[src/rtl/sal_rd_resp_pkg.sv]
// rtl/sal_rd_resp_pkg.sv - shared types for the read-response arbiter (SAL_RD_RESP_ID_CHECK_EN aware)
package sal_rd_resp_pkg;

    localparam int RD_ID_W   = 4;
    localparam int RD_DATA_W = 64;

    typedef enum logic [0:0] {
        IDLE  = 1'b0,
        BURST = 1'b1
    } state_e;

    typedef struct packed {
        logic [RD_ID_W-1:0]   id;
        logic [RD_DATA_W-1:0] data;
        logic [1:0]           resp;
        logic                 last;
    } rd_beat_t;

    localparam logic [1:0] RESP_OKAY   = 2'b00;
    localparam logic [1:0] RESP_SLVERR = 2'b10;

endpackage

[src/rtl/sal_skid_buf.sv]
// rtl/sal_skid_buf.sv - 2-entry valid/ready buffer, head entry drives the output
module sal_skid_buf #(
    parameter int W = 8
) (
    input  logic         clk,
    input  logic         rst_n,
    input  logic [W-1:0] s_tdata_i,
    input  logic         s_tvalid_i,
    output logic         s_tready_o,
    output logic [W-1:0] m_tdata_o,
    output logic         m_tvalid_o,
    input  logic         m_tready_i
);

    logic [W-1:0] head_q, head_d, tail_q, tail_d;
    logic [1:0]   cnt_q, cnt_d;
    logic         push, pop;

    assign s_tready_o = (cnt_q != 2'd2);
    assign m_tvalid_o = (cnt_q != 2'd0);
    assign m_tdata_o  = head_q;
    assign push       = s_tvalid_i & s_tready_o;
    assign pop        = m_tvalid_o & m_tready_i;

    always_comb begin
        head_d = head_q;
        tail_d = tail_q;
        cnt_d  = cnt_q;
        case (cnt_q)
            2'd0: begin
                if (push) begin
                    head_d = s_tdata_i;
                    cnt_d  = 2'd1;
                end
            end
            2'd1: begin
                if (push && pop) begin
                    head_d = s_tdata_i;
                end else if (push) begin
                    tail_d = s_tdata_i;
                    cnt_d  = 2'd2;
                end else if (pop) begin
                    cnt_d = 2'd0;
                end
            end
            default: begin
                // Full: input is stalled, so only a pop can happen here.
                if (pop) begin
                    head_d = tail_q;
                    cnt_d  = 2'd1;
                end
            end
        endcase
    end

    always_ff @(posedge clk) begin
        if (!rst_n) begin
            head_q <= '0;
            tail_q <= '0;
            cnt_q  <= 2'd0;
        end else begin
            head_q <= head_d;
            tail_q <= tail_d;
            cnt_q  <= cnt_d;
        end
    end

endmodule

[src/rtl/sal_rd_resp_arbiter.sv]
// rtl/sal_rd_resp_arbiter.sv - per-burst round-robin merge of bank read beats onto one R channel; option SAL_RD_RESP_ID_CHECK_EN
module sal_rd_resp_arbiter
    import sal_rd_resp_pkg::*;
#(
    parameter int BK_CNT     = 4,
    parameter int ID_WIDTH   = 4,
    parameter int DATA_WIDTH = 64,
    parameter int LEN_WIDTH  = 4
) (
    input  logic                           clk,
    input  logic                           rst_n,
    input  logic [BK_CNT-1:0]              bk_rvalid,
    output logic [BK_CNT-1:0]              bk_rready,
    input  logic [BK_CNT*ID_WIDTH-1:0]     bk_rid,
    input  logic [BK_CNT*LEN_WIDTH-1:0]    bk_rlen,
    input  logic [BK_CNT*DATA_WIDTH-1:0]   bk_rdata,
    output logic [ID_WIDTH-1:0]            rid,
    output logic [DATA_WIDTH-1:0]          rdata,
    output logic [1:0]                     rresp,
    output logic                           rlast,
    output logic                           rvalid,
    input  logic                           rready,
    output logic                           err
);

    localparam int GW = (BK_CNT > 1) ? $clog2(BK_CNT) : 1;

    state_e                 state_q, state_d;
    logic [GW-1:0]          grant_q, grant_d, rr_ptr_q, rr_ptr_d, pick;
    logic [LEN_WIDTH-1:0]   beat_cnt_q, beat_cnt_d, len_q, len_d;
    logic [ID_WIDTH-1:0]    id_q, id_d, cur_id;
    logic [LEN_WIDTH-1:0]   cur_len, eff_len;
    logic [DATA_WIDTH-1:0]  cur_data;
    logic                   pick_vld, first_beat, beat_last, skid_rdy, accept, id_bad;
    rd_beat_t               beat_in, beat_out;

    // Scan from the highest offset down so the entry closest to rr_ptr wins.
    always_comb begin
        pick     = '0;
        pick_vld = 1'b0;
        for (int i = BK_CNT - 1; i >= 0; i--) begin
            if (bk_rvalid[(int'(rr_ptr_q) + i) % BK_CNT]) begin
                pick     = GW'((int'(rr_ptr_q) + i) % BK_CNT);
                pick_vld = 1'b1;
            end
        end
    end

    assign cur_id     = bk_rid[int'(grant_q)*ID_WIDTH +: ID_WIDTH];
    assign cur_len    = bk_rlen[int'(grant_q)*LEN_WIDTH +: LEN_WIDTH];
    assign cur_data   = bk_rdata[int'(grant_q)*DATA_WIDTH +: DATA_WIDTH];
    assign first_beat = (beat_cnt_q == '0);
    assign eff_len    = first_beat ? cur_len : len_q;
    assign beat_last  = (beat_cnt_q == eff_len);
    assign accept     = (state_q == BURST) & bk_rvalid[grant_q] & skid_rdy;

    always_comb begin
        bk_rready = '0;
        if (state_q == BURST && skid_rdy) begin
            bk_rready[grant_q] = 1'b1;
        end
    end

`ifdef SAL_RD_RESP_ID_CHECK_EN
    logic err_q, err_d;
    assign id_bad = !first_beat && (cur_id != id_q);
    assign err_d  = err_q | (accept & id_bad);
    assign err    = err_q;

    always_ff @(posedge clk) begin
        if (!rst_n) begin
            err_q <= 1'b0;
        end else begin
            err_q <= err_d;
        end
    end
`else
    assign id_bad = 1'b0;
    assign err    = 1'b0;
`endif

    always_comb begin
        beat_in      = '0;
        beat_in.id   = first_beat ? cur_id : id_q;
        beat_in.data = cur_data;
        beat_in.resp = id_bad ? RESP_SLVERR : RESP_OKAY;
        beat_in.last = beat_last;
    end

    always_comb begin
        state_d    = state_q;
        grant_d    = grant_q;
        rr_ptr_d   = rr_ptr_q;
        beat_cnt_d = beat_cnt_q;
        len_d      = len_q;
        id_d       = id_q;
        if (state_q == IDLE) begin
            if (pick_vld) begin
                grant_d = pick;
                state_d = BURST;
            end
        end else if (accept) begin
            if (first_beat) begin
                id_d  = cur_id;
                len_d = cur_len;
            end
            if (beat_last) begin
                beat_cnt_d = '0;
                rr_ptr_d   = (grant_q == GW'(BK_CNT - 1)) ? '0 : grant_q + 1'b1;
                state_d    = IDLE;
            end else begin
                beat_cnt_d = beat_cnt_q + 1'b1;
            end
        end
    end

    always_ff @(posedge clk) begin
        if (!rst_n) begin
            state_q    <= IDLE;
            grant_q    <= '0;
            rr_ptr_q   <= '0;
            beat_cnt_q <= '0;
            len_q      <= '0;
            id_q       <= '0;
        end else begin
            state_q    <= state_d;
            grant_q    <= grant_d;
            rr_ptr_q   <= rr_ptr_d;
            beat_cnt_q <= beat_cnt_d;
            len_q      <= len_d;
            id_q       <= id_d;
        end
    end

    sal_skid_buf #(
        .W($bits(rd_beat_t))
    ) u_skid (
        .clk       (clk),
        .rst_n     (rst_n),
        .s_tdata_i (beat_in),
        .s_tvalid_i(accept),
        .s_tready_o(skid_rdy),
        .m_tdata_o (beat_out),
        .m_tvalid_o(rvalid),
        .m_tready_i(rready)
    );

    assign rid   = beat_out.id;
    assign rdata = beat_out.data;
    assign rresp = beat_out.resp;
    assign rlast = beat_out.last;

endmodule

[config.mk]
export PLATFORM = sky130hd
export DESIGN_NAME = sal_rd_resp_arbiter
export DESIGN_NICKNAME = d
export VERILOG_FILES = /design/src/rtl/sal_rd_resp_pkg.sv /design/src/rtl/sal_skid_buf.sv /design/src/rtl/sal_rd_resp_arbiter.sv
export SDC_FILE = /design/constraint.sdc
export NUM_CORES = 1
export LEC_CHECK = 0
export ABC_AREA = 1
export CORE_MARGIN = 2
export CORE_UTILIZATION = 40
export DETAILED_ROUTE_END_ITERATION = 6
export MAX_ROUTING_LAYER = met4
export PLACE_DENSITY = 0.86
export RECOVER_POWER = 100
export SLEW_MARGIN = 20
export SYNTH_ARGS = -nofsm -noshare
export SYNTH_HDL_FRONTEND = slang
export SYNTH_HIERARCHICAL = 1
export SYNTH_SLANG_ARGS = --single-unit
export TNS_END_PERCENT = 1
[constraint.sdc]
create_clock -name clk -period 2.1 [get_ports clk]
set_input_delay 0.315 -clock clk [delete_from_list [all_inputs] [get_ports clk]]
set_output_delay 0.315 -clock clk [all_outputs]
set_load 0.02 [all_outputs]
# --- Word level (Yosys, flattened, before mapping) ---
# Index checks and enable logic that the tools add are counted.
totals:
  out_inout_bits: 77
  in_bits: 295
  register_bits: 159
  wordCells: 98
op_classes:
  n_addsub: 5
  n_eq_ne: 8
  muxes: 42
  n_shift: 3
  bitwise: 9
  magnitude_cmp: 6
  reduce_logical: 16
ops:
  columns: ["op", "n"]
  rows:
  - ["$shiftx 256x9->64", 1]
  - ["$mux 71", 3]
  - ["$pmux 71 s2", 1]
  - ["$shiftx 16x5->4", 2]
  - ["$mux 2", 10]
  - ["$mux 1", 17]
  - ["$mux 4", 4]
  - ["$lt 3x4->1 const B", 3]
  - ["$bmux 1 s2", 5]
  - ["$reduce_and 3->1", 3]
  - ["$lt 2x3->1 const B", 2]
  - ["$reduce_or 2->1", 3]
  - ["$add 2x1->2 const B", 2]
  - ["$add 2x2->2 const B", 2]
  - ["$add 4x1->4 const B", 1]
  - ["$and 1x1->1", 4]
  - ["$eq 4x4->1", 1]
  - ["$logic_not 4->1", 1]
  - ["$ne 2x1->1 const B", 2]
  - ["$ne 2x2->1 const B", 2]
  - ["$pmux 2 s2", 1]
  - ["$reduce_and 2->1", 2]
  - ["$reduce_and 4->1", 1]
  - ["$and 1x1->1 const A", 3]
  - ["10 further kinds", 13]

# --- Longest topological paths before layout ---
depth:
  word_depth: 12
  ltp_mapped: 14

# --- Modules after synthesis ---
# The synthesis kept the hierarchy.
modules_own_cells:
  columns: ["mod", "area_each_um2", "n_inst", "cells_per_inst"]
  rows:
  - ["sal_skid_buf", 5941.9, 1, 828]
  - ["sal_rd_resp_arbiter", 3195.6, 1, 615]

# --- Least setup slack after synthesis ---
# Ideal clock, no wire load.
synth_timing:
  kind: "register to register"
  start: "register grant_q[0]"
  end: "register u_skid.tail_q[54]"
  t_arrival_ns: 1.903
  n_path_buf: 5
  t_required_ns: 1.968
  setup_ns: 0.132
  path_stages_with_launch: 15
  period_less_slack_ns: 2.036
  path_slack_ns: 0.064
  cell_sequence: "dfxtp_1 > buf_6 > inv_4 > buf_6 > a21oi_4 > o21ai_2 > a21oi_4 > buf_4 > inv_1 > nor2_1 > nand2_1 > buf_6 > buf_4 > nand2_1 > a21oi_1"
synth_between:
  elab_chain_len: 8
  elab_cells_between_ends: 9
  cone_classes: "shift: 1; mux: 2; bitwise: 4; reduce/logical: 2"
synth_rtl:
  columns: ["item", "line", "rtl"]
  rows:
  - ["start, declared", "sal_rd_resp_arbiter.sv:29", "logic [GW-1:0] grant_q, grant_d, rr_ptr_q, rr_ptr_d, pick;"]
  - ["start signal, assigned", "sal_rd_resp_arbiter.sv:127", "grant_q <= grant_d;"]
  - ["$bmux 1 s2 *", "sal_rd_resp_arbiter.sv:55", "assign accept = (state_q == BURST) & bk_rvalid[grant_q] & skid_rdy;"]
  - ["$mux 1 (implied by the code) *", "sal_rd_resp_arbiter.sv:55", null]
  - ["$and 1x1->1 * (2 in a row)", "sal_rd_resp_arbiter.sv:55", null]
  - ["named net accept", "sal_rd_resp_arbiter.sv:34", "logic pick_vld, first_beat, beat_last, skid_rdy, accept, id_bad;"]
  - ["$and 1x1->1 *", "sal_skid_buf.sv:22", "assign push = s_tvalid_i & s_tready_o;"]
  - ["$logic_and 1x1->1", "sal_skid_buf.sv:37", "if (push && pop) begin"]
  - ["$not 1->1 (no source line)", null, null]
  - ["$reduce_and 3->1 (no source line) *", null, null]
  - ["end signal, assigned", "sal_skid_buf.sv:63", "tail_q <= tail_d;"]
  - ["end, declared", "sal_skid_buf.sv:15", "logic [W-1:0] head_q, head_d, tail_q, tail_d;"]
# Mark *: on every way through the listed nets, which the timed path passes. The rest lies on a longest branch. The select of a mux whose other input is x is not followed.
# A chain may end at the register's enable or synchronous reset.

# --- Final worst setup path ---
layout_timing:
  start: "register grant_q[0]"
  end: "output port bk_rready[3]"
layout_between:
  elab_chain_len: 5
  elab_cells_between_ends: 6
  cone_classes: "order compare: 2; mux: 3; reduce/logical: 1"
layout_rtl:
  columns: ["item", "line", "rtl"]
  rows:
  - ["$lt 2x3->1 (implied by the code) / $ge 2x1->1 (equally long branches)", "sal_rd_resp_arbiter.sv:60", "bk_rready[grant_q] = 1'b1;"]
  - ["$logic_and 1x1->1 (implied by the code)", "sal_rd_resp_arbiter.sv:60", null]
  - ["$mux 1 (implied by the code)", "sal_rd_resp_arbiter.sv:60", null]
  - ["$demux 1 s2 *", "sal_rd_resp_arbiter.sv:60", null]
  - ["$mux 4 *", "sal_rd_resp_arbiter.sv:59", "if (state_q == BURST && skid_rdy) begin"]
  - ["end, declared", "sal_rd_resp_arbiter.sv:13", "output logic [BK_CNT-1:0] bk_rready,"]
# Mark *: on every way between the ends. The rest lies on a longest branch, timed or not.

==> results.yml <==
worst_setup_path:
  crit_chain: "buf_4 -> ha_1 -> inv_1 -> nor2_1 -> clkdlybuf4s15_1"
  cp-end-kind: "primary output"
  crit_fanout: 17
  worstSetupStartpoint: "grant_q[0]$_SDFFE_PN0P_"
  startpoint_type: "register"
  critical_path.n_buffers_inverters: 3
  r2r_start: "beat_cnt_q[0]$_SDFFE_PN0P_"
  cp.arrival_ps: 1720
  critPathSlowestCell: "dfxtp_4"
  critical_path_class: "register to primary output"
  path_delay_family: "buffers and inverters"
  max_stage_delay_ps: 390
  worstPathRequired_ps: 1780
finish:
  area_growth_pct: 50.20
  ff_latch_area_um2: 3231
  fill_cells: 1976
  fin_nets: 2066
  layout_common_cells: "nor2_1 (294), clkdlybuf4s50_1 (294), o21ai_0 (248)"
  multi_input_area_um2: 4969
  n_antenna_cell: 0
  finalCoreUtilization_pct: 60.99
  final_cell_count_no_fill: 2063
  drive_gt1_share_pct: 6.299
timing:
  skew_ps: 17.70
  setup_viol: 0
  setup-tns-final_ps: 0
  min_period_over_period_pct: 96.91
  hold_ws_ps: 345.3
  timing.final.ws_setup_ps: 64.97
  rsz0062_at_grt: "true"
  fmax_mhz: 491.4
  period_needed_ps: 2035
  hold_viol_final: 0
  drv_slew: 0
drt:
  dr.pass1.iters: 5
  drt-initial-drc-count: 1114
  viasPerCell: 5.267
  postRouteAntennaNets: 0
  vias: 10865
  wire_per_inst_um: 15.35
  totalWireLength_um: 31660
  drc_errors: 0
hold_path:
  worstHoldStart: "rst_n"
  hp-class: "input pin to register"
logic_synthesis:
  seq_area_frac_synth_pct: 35.27
  synthMuxAreaShare_pct: 0
  synthXorXnorAreaFrac_pct: 0.09585
  synth.top_cell.area_share_pct: 35.27
  synth-seq-cells: 161
  synth_top_family_by_area: "compound AO/OA/AOI/OAI gates"
  yosysWarnings: 6
  synthArstFlopShare_pct: 0
  yosysUniqueCellTypes: 32
  synth-adder-area-share_pct: 0.8216
  synth_area_leaders: "dfxtp_1 (35%), o21ai_0 (13%), nor2_1 (12%)"
  netlist_area_um2: 9138
  netlist_instances: 1443
  synthFlopType: "dfxtp_1"
  synth-compound-area-share_pct: 26.91
  synth-simple-area-share_pct: 26.04
  postSynthAreaPerCell_um2: 6.332
  synth_top_area_cell: "dfxtp_1"
  synth_edf_count: 0
die:
  core_area_um2: 22500
  die_h_um: 155.1
  die_w_um: 155.1
  initial_utilization_pct: 40.61
  dieArea_um2: 24070
  boundaryPins: 372
  rows: 55
clock_tree:
  htree_levels: 4
  cts_buffers: 17
  clock-root-buffer: "clkbuf_16"
  cts_tree: "yes"
  cts.sinks: 161
  clock_path_buffers: 2
  clkTransAtPathRegs_ps: 60
  cts_hold_buf: 0
  clock_latency_ps: 430
power:
  ir_drop_uv: 560.5
  p_leak_nw: 5.803
  power_density_nw_per_um2: 766.6
placement:
  dpl.cell_count: 2027
  dp_hpwl_um: 22840
  place_congestion: 0.8527
  dpl_worst_slack_ps: -214.8
  port_buffers: 370
status:
  outcome: "completed"
global_routing:
  grt_pass1_wl_um: 49670
  grt_pass1_vias: 10212
  antenna_found_initial: 0
  grt-ovfl-total: 0
  grt_max_degree: 116
  grt_util_all_layers_pct: 25.75
job:
  cap_violations: 0
==> cell usage after synthesis, types with 2 or more instances <==
cell type	count
nor2_1	295
o21ai_0	242
nand2_1	228
dfxtp_1	161
inv_1	93
a21oi_1	79
o22ai_1	68
o21ai_1	67
clkbuf_1	54
nand3_1	54
buf_2	32
buf_4	20
buf_6	9
ha_1	6
a211oi_1	5
inv_2	4
nand4_1	3
nor2_4	3
or2_2	3
a21oi_4	2
a31oi_1	2
nor2_2	2
nor3_1	2
==> state kept, by name (all words and copies together) (netlist names) <==
| register | count |
|---|---|
| grant_q | 2 |
| id_q | 4 |
| len_q | 4 |
| rr_ptr_q | 2 |
| u_skid/m_tdata_o | 71 |
| state_q | 1 |
| u_skid/cnt_q | 2 |
| u_skid/tail_q | 71 |
| beat_cnt_q | 4 |
==> final timing paths <==
kind / endpoint / depth (start not counted) / slack, ps
max: bk_rready[3] / 5 / 60
min: rr_ptr_q[1]$_SDFFE_PN0P_ / 3 / 350
max reg2reg: u_skid/m_tdata_o[0]$_SDFFE_PN0P_ / 15 / 60
min reg2reg: u_skid/tail_q[6]$_SDFFE_PN0P_ / 2 / 450
==> area by class of cell <==
type,count,area share [%]
Clock inverter,15,1.367
Tap cell,285,2.598
Sequential cell,161,23.54
Clock buffer,17,3.100
Multi-Input combinational cell,1072,36.20
Timing Repair Buffer,415,30.45
Inverter,98,2.744
==> power breakdown <==
part | leakage, nW | internal [mW] | switching, mW
clock network | 0.304 | 1.82 | 1.42
registers | 1.31 | 3.34 | 0.148
logic | 4.19 | 1.62 | 2.17
total | 5.80 | 6.78 | 3.74
==> repair_timing <==
action | 4_1_cts | 5_1_grt
buffers inserted | 0 | 4
endpoints found under the hold margin | 0 | 0
pin swaps | 0 | 3
endpoints found under the setup margin | 11 | 55
gates resized for setup | 7 | 18
==> cells by family after synthesis <==
| group | count (synthesis) |
|---|---|
| flip-flops | 161 |
| buffers and inverters | 214 |
| adder cells (fa/ha/maj) | 6 |
| other | 1 |
| XOR/XNOR | 1 |
| AND/OR/NAND/NOR | 594 |
| AO/OA/AOI/OAI | 466 |
==> through the flow <==
step,total power [mW],instance area (um^2)
after floorplan,5.685,9153
after global placement,7.240,13070
after detailed placement,7.330,13070
after CTS,10.58,13690
after global routing,11.11,13720
final,10.52,13720
==> routing by layer <==
metal	GRT usage [%]	vias to the layer above	share of wire (%)
li1	-	5398	-
met1	30.81	4975	42
met2	43.07	449	48
met3	6.017	43	7.9
met4	7.981	0	2.2
met5	-	-	0
==> worst register-to-register path, stage by stage, from the launching register on <==
cell     delay (ps)
dfxtp_2         360
inv_1            70
ha_1            210
inv_2            70
nor3_4           40
buf_4           140
buf_4           150
nand3_1         100
nand3_1          70
nand2_1         100
nand2_2          70
nor3_2          250
nand2_1          80
o21ai_1          90
nor2_1           70
nor2_1           90
(Power assumes the default switching activity.)
==> RTL edit 1, RTL diff (same flow settings) <==
Build with the macro `SAL_RD_RESP_ID_CHECK_EN` defined.
--- a/src/rtl/sal_rd_resp_arbiter.sv
+++ b/src/rtl/sal_rd_resp_arbiter.sv
@@ -1,2 +1,4 @@
 // rtl/sal_rd_resp_arbiter.sv - per-burst round-robin merge of bank read beats onto one R channel; option SAL_RD_RESP_ID_CHECK_EN
+`define SAL_RD_RESP_ID_CHECK_EN
+
 module sal_rd_resp_arbiter
Check against the original RTL: not settled (the Yosys comparison gave no result); the edit may change what the design does.
==> RTL edit 1 against the original RTL <==
  * Non-clock buffer count decreased by 6
  * Largest cell class unchanged
  * Utilization decreased by 0.44 points
  * Worst setup slack improved by 0.034 ns
  * Design area decreased by 0.11%
  * Total power increased by 30%
  * Synthesized area increased by 0.92%
  * Global-route usage increased by 0.85 points
  * Wire length increased by 4.2%
  * Sequential cell count increased by 1
  * Highest routed layer unchanged
  * Combinational power increased by 73%
  * Sequential share of layout area increased by 0.15 points
  * Clock power decreased by 2%
  * Synthesized cell count increased by 1.1%
==> RTL edit 1: results (changes against the original RTL) <==
Ant. Diodes = 2 (+2)
slowest CP cell = dfxtp_1
GP Congestion = 0.8595 (+0.80%)
post-synthesis sequential area ratio = 0.3517 (-0.001036)
reg2reg path depth = 10 (-5)
Max Fclk = 499.8 MHz (+1.7%)
DP HPWL = 24.15 mm (+5.7%)
fraction of area in multi-input gates = 0.3677 (+0.005689)
WL final = 32.99 mm (+4.2%)
worst reg-to-reg setup slack = 0.12 ns (+0.06 ns)
outcome = complete, no violations
total track usage = 0.2660 (+0.008473)
M2 GR Usage = 0.4463 (+0.01558)
Critical Path Max Stage Delay = 0.39 ns (about the same)
distinct cell type count after synthesis = 35 (+9.4%)
DRT iter0 DRCs = 984 (-12%)
invs w/o clock = 92 (-6.1%)
worst slack at placement = -0.1198 ns (+0.09505 ns)
FILL cells = 2058 (+4.1%)
Worst EP arrival = 1.69 ns (-0.03 ns)
clock buf count = 19 (+2)
number of port buffers = 371 (+0.27%)
clock sink count = 162 (+0.62%)
Net count, final = 2074 (+0.39%)
DR vias = 10.97k (+0.92%)
critical-path maximum fanout = 5 (-12)
buffers outside the clock class = 409 (-1.4%)
H-tree levels = 4 (unchanged)
Leak Pwr = 5.792 nW (-0.19%)
mapped cell area = 9221 sq um (+0.92%)
vias in the first global route = 10.26k (+0.45%)
layout cells sized above 1 = 0.05319 (-0.009801)
Hold Path Origin = rst_n
Worst Clk Skew = 0.01359 ns (-0.004108 ns)
Seq. cell area = 3248 sq um (+0.54%)
CTS Buf Count = 17 (unchanged)
r2r startpoint = grant_q[0]
clk cell area share = 0.04399 (-0.0006813)
first-pass GRT wire length = 50.42 mm (+1.5%)
met1 usage = 0.3096 (+0.001439)
synth top area cells = dfxtp_1 (35%), o21ai_0 (13%), nor2_1 (12%), nand2_1 (10%), o22ai_1 (4.3%)
Clk Latency, worst-skew pair = 0.42 ns
CP Launch Point = u_skid/cnt_q[0]
Multi-Input Combinational = 1091 (+1.8%)
initial antenna violation count = 3 (+3)
Placed Area = 13120 sq um (+0.39%)
Hold EP = u_skid/cnt_q[0]
met3 Use GR = 0.06306 (+0.002888)
RTL edit 1: changes by cell type in the layout (fill, tap and decap cells not counted), sizes merged, moves of 4 or more:
cell      delta
buf         -10
o21ai        -4
xor2         +5
clkinvlp     +4
nand3        +9
clkbuf       +5
o22ai        -4
nand2       +20
inv         -11
RTL edit 1: metrics by stage:
stage | hold slack [ns] | TNS, ns | std cells
3_3_place_gp | 0.4323 | -4.127 | 2039
2_1_floorplan | 0.3935 | 0 | 1460
3_5_place_dp | 0.4387 | -6.010 | 2039
4_1_cts | 0.2674 | 0 | 2071
5_1_grt | 0.2869 | -0.1290 | 2073
6_report | 0.2805 | 0 | 2073
RTL edit 1: where the power goes:
group          total (mW)  leakage, nW  switching, mW  internal [mW]
clock                3.17        0.286           1.33           1.84
sequential           3.96         1.32          0.310           3.65
combinational        6.56         4.18           4.01           2.54
total                13.7         5.79           5.66           8.03
RTL edit 1: timing repair:
item | CTS | global route
endpoints found under the hold margin | 0 | 0
cloned | 0 | 0
gates resized for setup | 8 | 4
endpoints found under the setup margin | 5 | 6
RTL edit 1: how the worst max path moves through the flow:
stage,endpoint,depth (start not counted)
finish,bk_rready[3],5
global route,u_skid/m_tdata_o[0],12
CTS,rvalid,3
detailed placement,u_skid/tail_q[45],10
global placement,u_skid/tail_q[36],10
floorplan,u_skid/tail_q[54],13
RTL edit 1: kinds of logic (layout without fill, tap and decap cells):
kind of cell,count (synthesis),in the layout,share of synthesized area
fa+ha+maj,6,6,0.008141
compound gates,456,456,0.2596
buf+inv,207,533,0.1031
other cells,1,4,0.0004067
flops,162,162,0.3517
simple gates,621,621,0.2714
xor+xnor,6,6,0.005699
RTL edit 1: metal layers:
metal,vias to the layer above,part of all wire
met3,64,0.084
met1,4976,0.41
met5,-,0
met2,486,0.47
met4,0,0.033
li1,5439,-
